--- config.mk ---
export PLATFORM = sky130hd
export DESIGN_NAME = clock_period_meter
export DESIGN_NICKNAME = d
export VERILOG_FILES = /design/src/rtl/clock_period_meter.sv
export SDC_FILE = /design/constraint.sdc
export NUM_CORES = 1
export LEC_CHECK = 0
export ABC_AREA = 1
export BUFFER_PORTS_ARGS = -buffer_cell sky130_fd_sc_hd__buf_4
export CORE_UTILIZATION = 58
export CTS_BUF_LIST = sky130_fd_sc_hd__clkbuf_4 sky130_fd_sc_hd__clkbuf_8
export DETAILED_ROUTE_END_ITERATION = 10
export PLACE_DENSITY = 0.79
export SLEW_MARGIN = 15
export SYNTH_ARGS = -nofsm -noshare
export SYNTH_HDL_FRONTEND = slang
export SYNTH_SLANG_ARGS = --single-unit
--- constraint.sdc ---
create_clock -name clk -period 2 [get_ports clk]
set_clock_uncertainty 0.15 [all_clocks]
set_input_delay 0.2 -clock clk [delete_from_list [all_inputs] [get_ports clk]]
set_output_delay 0.2 -clock clk [all_outputs]
set_load 0.01 [all_outputs]
--- src/rtl/clock_period_meter.sv ---
`default_nettype none
//==============================================================================
// Module      : clock_period_meter
// Description : Measures the period and high time of a slow, asynchronous
//               clock-like input (sig_in) as counts of the system clock.
//               A measurement is produced on every detected rising edge of
//               sig_in after the first one. The block also provides a lock
//               flag for a stable period and a timeout flag when the input
//               stops toggling.
// Ports       : clk       - system clock, rising edge
//               rst       - synchronous active-high reset
//               sig_in    - signal under measurement (asynchronous to clk)
//               period    - clk cycles between the last two rising edges
//               high_time - clk cycles sig_in was sampled high in that period
//               valid     - one-cycle strobe, period/high_time updated
//               locked    - two consecutive measured periods were equal
//               timeout   - no rising edge for 2^WIDTH-1 cycles
// Revision    : 1.0 - initial release
//==============================================================================
module clock_period_meter #(
   parameter int WIDTH = 16
) (
   input  logic             clk,
   input  logic             rst,
   input  logic             sig_in,
   output logic [WIDTH-1:0] period,
   output logic [WIDTH-1:0] high_time,
   output logic             valid,
   output logic             locked,
   output logic             timeout
);

   localparam logic [WIDTH-1:0] CNT_MAX = {WIDTH{1'b1}};
   localparam logic [WIDTH-1:0] CNT_ONE = {{(WIDTH-1){1'b0}}, 1'b1};

   typedef enum logic [1:0] {
      ST_IDLE    = 2'd0,
      ST_MEASURE = 2'd1,
      ST_LOCKED  = 2'd2
   } state_t;

   state_t           state_q, state_d;
   logic             s1_q, s1_d;
   logic             s2_q, s2_d;
   logic             s3_q, s3_d;
   logic [WIDTH-1:0] cnt_q, cnt_d;
   logic [WIDTH-1:0] hcnt_q, hcnt_d;
   logic [WIDTH-1:0] period_q, period_d;
   logic [WIDTH-1:0] high_time_q, high_time_d;
   logic             valid_q, valid_d;
   logic             locked_q, locked_d;
   logic             timeout_q, timeout_d;
   // Set once a measurement has been reported since the last IDLE; a lock
   // decision needs a previous period to compare against.
   logic             have_q, have_d;

   logic             edge_w;
   logic             cnt_sat_w;

   always_ff @(posedge clk) begin
      if (rst) begin
         state_q     <= ST_IDLE;
         s1_q        <= 1'b0;
         s2_q        <= 1'b0;
         s3_q        <= 1'b0;
         cnt_q       <= '0;
         hcnt_q      <= '0;
         period_q    <= '0;
         high_time_q <= '0;
         valid_q     <= 1'b0;
         locked_q    <= 1'b0;
         timeout_q   <= 1'b0;
         have_q      <= 1'b0;
      end else begin
         state_q     <= state_d;
         s1_q        <= s1_d;
         s2_q        <= s2_d;
         s3_q        <= s3_d;
         cnt_q       <= cnt_d;
         hcnt_q      <= hcnt_d;
         period_q    <= period_d;
         high_time_q <= high_time_d;
         valid_q     <= valid_d;
         locked_q    <= locked_d;
         timeout_q   <= timeout_d;
         have_q      <= have_d;
      end
   end

   always_comb begin
      state_d     = state_q;
      period_d    = period_q;
      high_time_d = high_time_q;
      valid_d     = 1'b0;
      locked_d    = locked_q;
      timeout_d   = timeout_q;
      have_d      = have_q;

      // Two-flop synchronizer plus one delay stage for edge detection.
      s1_d      = sig_in;
      s2_d      = s1_q;
      s3_d      = s2_q;
      edge_w    = s2_q & ~s3_q;
      cnt_sat_w = (cnt_q == CNT_MAX);

      // Both counters restart at 1 on the edge cycle: that cycle is the
      // first cycle of the new period and s2 is high in it.
      if (edge_w) begin
         cnt_d = CNT_ONE;
      end else if (!cnt_sat_w) begin
         cnt_d = cnt_q + CNT_ONE;
      end else begin
         cnt_d = cnt_q;
      end

      if (edge_w) begin
         hcnt_d = CNT_ONE;
      end else if (s2_q && (hcnt_q != CNT_MAX)) begin
         hcnt_d = hcnt_q + CNT_ONE;
      end else begin
         hcnt_d = hcnt_q;
      end

      case (state_q)
         ST_IDLE: begin
            if (edge_w) begin
               state_d   = ST_MEASURE;
               timeout_d = 1'b0;
            end
         end
         ST_MEASURE, ST_LOCKED: begin
            // A saturated count takes precedence over a coincident edge so
            // that a saturated value is never reported as a period.
            if (cnt_sat_w) begin
               state_d   = ST_IDLE;
               timeout_d = 1'b1;
               locked_d  = 1'b0;
               have_d    = 1'b0;
            end else if (edge_w) begin
               period_d    = cnt_q;
               high_time_d = hcnt_q;
               valid_d     = 1'b1;
               have_d      = 1'b1;
               if (state_q == ST_MEASURE) begin
                  if (have_q && (cnt_q == period_q)) begin
                     state_d  = ST_LOCKED;
                     locked_d = 1'b1;
                  end
               end else if (cnt_q != period_q) begin
                  state_d  = ST_MEASURE;
                  locked_d = 1'b0;
               end
            end
         end
         default: begin
            state_d  = ST_IDLE;
            locked_d = 1'b0;
            have_d   = 1'b0;
         end
      endcase
   end

   assign period    = period_q;
   assign high_time = high_time_q;
   assign valid     = valid_q;
   assign locked    = locked_q;
   assign timeout   = timeout_q;

endmodule
`default_nettype wire

==> results of run 1 <==
-- worst max-delay path: cells and delay by family, from the launching register on --
family / cells / cell delay (ps)
DFF: 1 / 370
adders and majority gates: 1 / 200
buffers and inverters: 3 / 260
and+or+nand+nor: 7 / 710
xor gates and xnor gates: 1 / 170
-- flip-flops by register name (all words and copies together), names as in the netlist --
name / cells
high_time: 16
locked: 1
s3_q: 1
valid: 1
have_q: 1
s1_q: 1
state_q: 2
cnt_q: 16
period: 16
s2_q: 1
hcnt_q: 16
timeout: 1
-- where the power goes --
part	switching (uW)	total [uW]	internal [uW]
clock	544	1190	648
sequential	74.9	1630	1560
combinational	457	782	325
total	1080	3610	2530
-- through the flow --
step | hold WS [ps] | total power, uW | setup WS [ps] | utilization [%] | instances
after floorplan | 157.0 | 2155 | 260.7 | - | 500
after global placement | 238.2 | 2378 | 141.6 | 68.09 | 603
after detailed placement | 250.1 | 2397 | 100.5 | 68.09 | 603
after CTS | 261.3 | 3574 | 78.47 | 72.14 | 621
after global routing | 296.8 | 3784 | -24.77 | 72.88 | 622
final | 262.5 | 3606 | 80.45 | 72.88 | 622
-- worst max path at each step --
stage	to	slack, ps	cells past startpoint
2_1_floorplan	period[15]	260	12
3_3_place_gp	state_q[0]	140	12
3_5_place_dp	state_q[1]	100	12
4_1_cts	state_q[1]	80	12
5_1_grt	cnt_q[11]	-20	12
6_report	cnt_q[11]	80	12
-- routing by layer --
metal  track usage, %  part of all wire [%]  up-vias
met5                0                     0        -
met2            45.90                    48       91
li1                 -                     -     1685
met3            4.343                   5.1       11
met1            33.55                    44     1508
met4            12.00                   2.1        0
-- cell families (layout without fill, tap and decap cells) --
logic type / after synthesis / after routing / share of synthesized area, %
flip-flops: 73 / 73 / 41.97
XOR/XNOR: 6 / 6 / 1.509
adder cells (fa/ha/maj): 5 / 5 / 1.797
AO/OA/AOI/OAI: 108 / 108 / 16.28
buffers and inverters: 95 / 145 / 11.32
AND/OR/NAND/NOR: 213 / 213 / 27.13
-- cell usage in the layout (no fill, tap or decap), types with 6 or more instances in the layout --
master / n
nand2_1: 98
nand3_1: 18
a21oi_1: 49
nand4_1: 7
nor2_2: 8
xor2_1: 6
nand2_2: 7
nor3_1: 15
buf_4: 43
nor2_1: 50
o21ai_0: 48
dfxtp_1: 70
clkbuf_8: 11
inv_1: 79
-- repair_timing --
| action | in CTS | in global routing |
|---|---|---|
| buffers inserted | 0 | 1 |
| hold buffers | 3 | 0 |
| endpoints found under the setup margin | 0 | 24 |
| resized for setup | 0 | 11 |
| hold endpoints to repair | 7 | 0 |
-- final cells by class --
cell class                 count  area (sq um)  share of cell area (%)
clock buffer                  12         158.9                   3.865
inverter                      82         310.3                   7.547
sequential                    73          1465                   35.64
clock inverter                 3         40.04                  0.9738
timing repair buffer          48         392.9                   9.556
tap                           72         90.09                   2.191
multi-input combinational    332          1654                   40.23
==> impl_metrics.ini, run 1 <==
[route]
routed_via_density = 5.297
wl_per_cell_um = 12.84
vias = 3295
drc = 0
drt_iter0_drc = 182
first_pass_iters = 4
wirelength_um = 7986
drtAntennaViolNets = 0

[worst_setup_path]
crit_chain = ha_1 -> nand3_1 -> inv_1 -> nand2_4 -> inv_4 -> nand2_2 -> nor2_8 -> nor2_2 -> nand2_1 -> xor2_1 -> nand2_1 -> inv_1
worstPathMaxFanout = 8
reg2reg_slack_ps = 80
cp-end-kind = register
crit_path_start = cnt_q[1]
worstReg2RegStart = cnt_q[1]
cp.arrival_ps = 2070
rr_worst_depth = 12
worstReg2RegEnd = cnt_q[11]
path_class = reg2reg
cpPeakStageDelay_ps = 370
startpoint_type = register
cp.required_ps = 2150
crit_slowest_cell = dfxtp_2

[power]
p_leak_uw = 0.001852
ir_worst_vdd_mv = 0.5955
power.density_mw_per_mm2 = 877.0

[synth]
synth_edf_count = 0
netlist_instances = 500
synth.yosys.seq_area_share_pct = 41.97
synth_most_common_cell = nand2_1
ys_types = 29
ys_top_cells_by_count = nand2_1 (99), inv_1 (79), dfxtp_1 (73), nor2_1 (53)
yosys.area.top_type = dfxtp_1
ys_ff_latch = 73
synth_area_leaders = dfxtp_1 (42%), nand2_1 (11%), inv_1 (8.5%)
synthFlopType = dfxtp_1
synth_top_area_share_pct = 41.97
yosys_warnings = 0
avgSynthCellArea_sq_um = 6.964
async_reset_ff_share_pct = 0
synth_area_sq_mm = 0.003482
syn-num-nets = 508

[timing]
worst_pin_slew_ps = 488.4
max_freq_ghz = 0.5210
post-route-period-util_pct = 95.98
relSlewSlack_pct = 67.40
timing.final.hold_violations = 0
setup_viol = 0
setup_tns_ps = 0
drv_slew = 0
min_period_ps = 1920

[global_route]
first_global_vias = 2999
antenna_found_initial = 0
grt_use_total_pct = 27.06
grt_pass1_wl_um = 13280
overflow = 0
grt_max_degree = 37

[clock_network]
cts.sinks = 73
path_clk_slew_ps = 80
cts-root-buf = clkbuf_8
cts_tree = built
insertion_delay_ps = 360
cts_max_path_buffers = 2
cts_buffers = 9
cts_max_level = 3

[place]
portBuffers = 37
post-dp-hpwl_um = 5413
gp_congestion = 0.8608
place_area_sq_mm = 0.003841

[run]
drv_cap = 0

[floorplanning]
core_area_sq_mm = 0.005642
die_area_sq_mm = 0.006317
die_h_um = 79.48
ioPinCount = 38
die_x_um = 79.48
num_rows = 27
initial_core_util_pct = 61.72

[hold_path]
holdCritPathClass = reg2reg
min_to = s2_q
hold_depth = 2
min-delay-start = s1_q

[finish]
fin_area_sq_mm = 0.004111
area_growth_pct = 18.07
drive_gt1_share_pct = 16.91
n_fill_cell = 428
diodes = 0
nets = 554

[run_status]
run_status = finished clean
No activity file was read; power rests on OpenSTA's default activity.
==> run 2, diff against run 1 <==
- clock period: 2 -> 1.8 ns (I/O delays scaled with it)
==> run 2 against run 1 <==
  * Critical path type unchanged
  * Sequential power grew 12%
  * Count of clock-buffer cells in the layout fell by 1
  * Largest power group unchanged
  * Cell count grew 5.6%
  * The flow now finishes with violations (setup timing)
==> impl_metrics.ini, run 2 (synthesized netlist as in run 1, its figures left out) <==
[clock_network]
cts_tree = built
path_clk_slew_ps = 80
cts_max_level = 3
insertion_delay_ps = 350
cts_max_path_buffers = 2
cts.sinks = 73
cts-root-buf = clkbuf_8
cts_buffers = 9

[hold_path]
holdCritPathClass = reg2reg
hold_depth = 2

[route]
wl_per_cell_um = 15.86
drc = 0
wirelength_um = 10420
drtAntennaViolNets = 0
route.met3.wl_um = 749
routed_via_density = 5.679
first_pass_iters = 5
met1_length_um = 4187
routed.top_layer = met4
vias = 3731
wl_met2_um = 5161
drt_iter0_drc = 245

[place]
gp_congestion = 0.8536
preCtsSetupSlack_ps = -18.07
post-dp-hpwl_um = 5817
portBuffers = 37

[floorplanning]
die_h_um = 79.48
num_rows = 27
core_area_sq_mm = 0.005642
die_area_sq_mm = 0.006317
ioPinCount = 38
die_x_um = 79.48
initial_core_util_pct = 61.72

[timing]
post-route-period-util_pct = 104.1
rsz0062_at_grt = true
worst_pin_slew_ps = 489.3
timing.final.hold_violations = 0
fin_ws_ps = -73.15
relSlewSlack_pct = 67.34
setup_tns_ps = -848.9
drv_slew = 0
min_period_ps = 1873
setup_viol = 33
hold_slack_ps = 270.5
max_freq_ghz = 0.5339

[finish]
post-route-util_pct = 83.52
nets = 588
n_fill_cell = 335
diodes = 0
drive_gt1_share_pct = 33.16
final_common_cell = nand2_1
mostFrequentLayoutCells = nand2_1 (94), inv_1 (74), buf_4 (67), dfxtp_1 (52), nor2_1 (47)
area_growth_pct = 35.32

[worst_setup_path]
path_delay_family = buffers and inverters
cp.required_ps = 1930
cpPeakStageDelay_ps = 350
crit_chain = inv_2 -> ha_4 -> inv_2 -> nor2_4 -> inv_2 -> nor2_4 -> buf_12 -> buf_6 -> buf_16 -> o21ai_2 -> nor2_1
cp.arrival_ps = 2000
path_class = reg2reg
path_buf_inv = 6
rr_worst_depth = 11
worstPathMaxFanout = 7
worst-path-stages = 11
cp-end-kind = register
cpMostUsedCell = inv_2
startpoint_type = register
crit_slowest_cell = dfxtp_2

[power]
finalPower_uw = 4193
p_leak_uw = 0.002100
ir_worst_vdd_mv = 0.7059
power.density_mw_per_mm2 = 889.9

[global_route]
first_global_vias = 3294
antenna_found_initial = 0
grt_pass1_wl_um = 14570
grt_use_total_pct = 29.55
overflow = 0
grt_max_degree = 31

[run_status]
run_status = finished, violations left
violations = setup timing

[run]
drv_cap = 0
-- run 2: cell types whose count changed in the layout (fill, tap and decap cells not counted), moves of 5 or more --
cell	before	now
o21ai_2	5	15
a21oi_2	0	16
o21ai_1	2	10
dfxtp_2	3	15
dfxtp_1	70	52
o21ai_0	48	30
a21oi_1	49	33
inv_2	2	7
dfxtp_4	0	6
inv_1	79	74
buf_4	43	67
-- run 2: per-layer routing --
| metal | global-route usage (%) | vias up |
|---|---|---|
| met5 | 0 | - |
| met4 | 15.27 | 0 |
| met3 | 4.686 | 33 |
| met2 | 51.28 | 179 |
| met1 | 34.85 | 1752 |
| li1 | - | 1767 |
-- run 2: worst register-to-register path: cells and delay by family (launching register included) --
kind / cells / cell delay, ps
fa+ha+maj: 1 / 270
buf+inv: 6 / 610
flops: 1 / 350
simple gates: 3 / 390
compound gates: 1 / 50
-- run 2: per-stage QoR --
step,area [sq um],instances
final,4712,657
after global routing,4712,657
after CTS,4248,641
after detailed placement,3961,619
after global placement,3961,619
after floorplan,3482,500
-- run 2: final timing paths --
| kind | startpoint | endpoint | slack (ps) |
|---|---|---|---|
| setup / recovery | state_q[1] | high_time[3] | -70 |
| hold / removal | s1_q | s2_q | 270 |
| setup reg to reg | state_q[1] | high_time[3] | -70 |
| hold reg to reg | s1_q | s2_q | 270 |
-- run 2: report_power, final --
part | switching, uW | leakage, uW | internal (uW)
combinational | 635 | 0.00141 | 531
sequential | 94.3 | 0.000603 | 1730
clock | 640 | 0.0000911 | 569
total | 1370 | 0.00210 | 2820
-- run 2: final cells by class --
| class | instances | area (sq um) | share of cell area, % |
|---|---|---|---|
| repair buffers | 82 | 769.5 | 16.33 |
| well taps | 72 | 90.09 | 1.912 |
| inverters | 82 | 312.8 | 6.638 |
| flip-flops and latches | 73 | 1503 | 31.89 |
| clock inverters | 5 | 30.03 | 0.6373 |
| multi-input cells | 332 | 1856 | 39.38 |
| clock buffers | 11 | 151.4 | 3.213 |
-- run 2: what timing repair did --
action                     4_1_cts  5_1_grt
hold endpoints to repair         7        0
gates resized for setup         17       97
buffers inserted                 2       11
gates cloned                     1        5
hold buffers                     3        0
pin swaps                        2       16
setup endpoints to repair       36       59
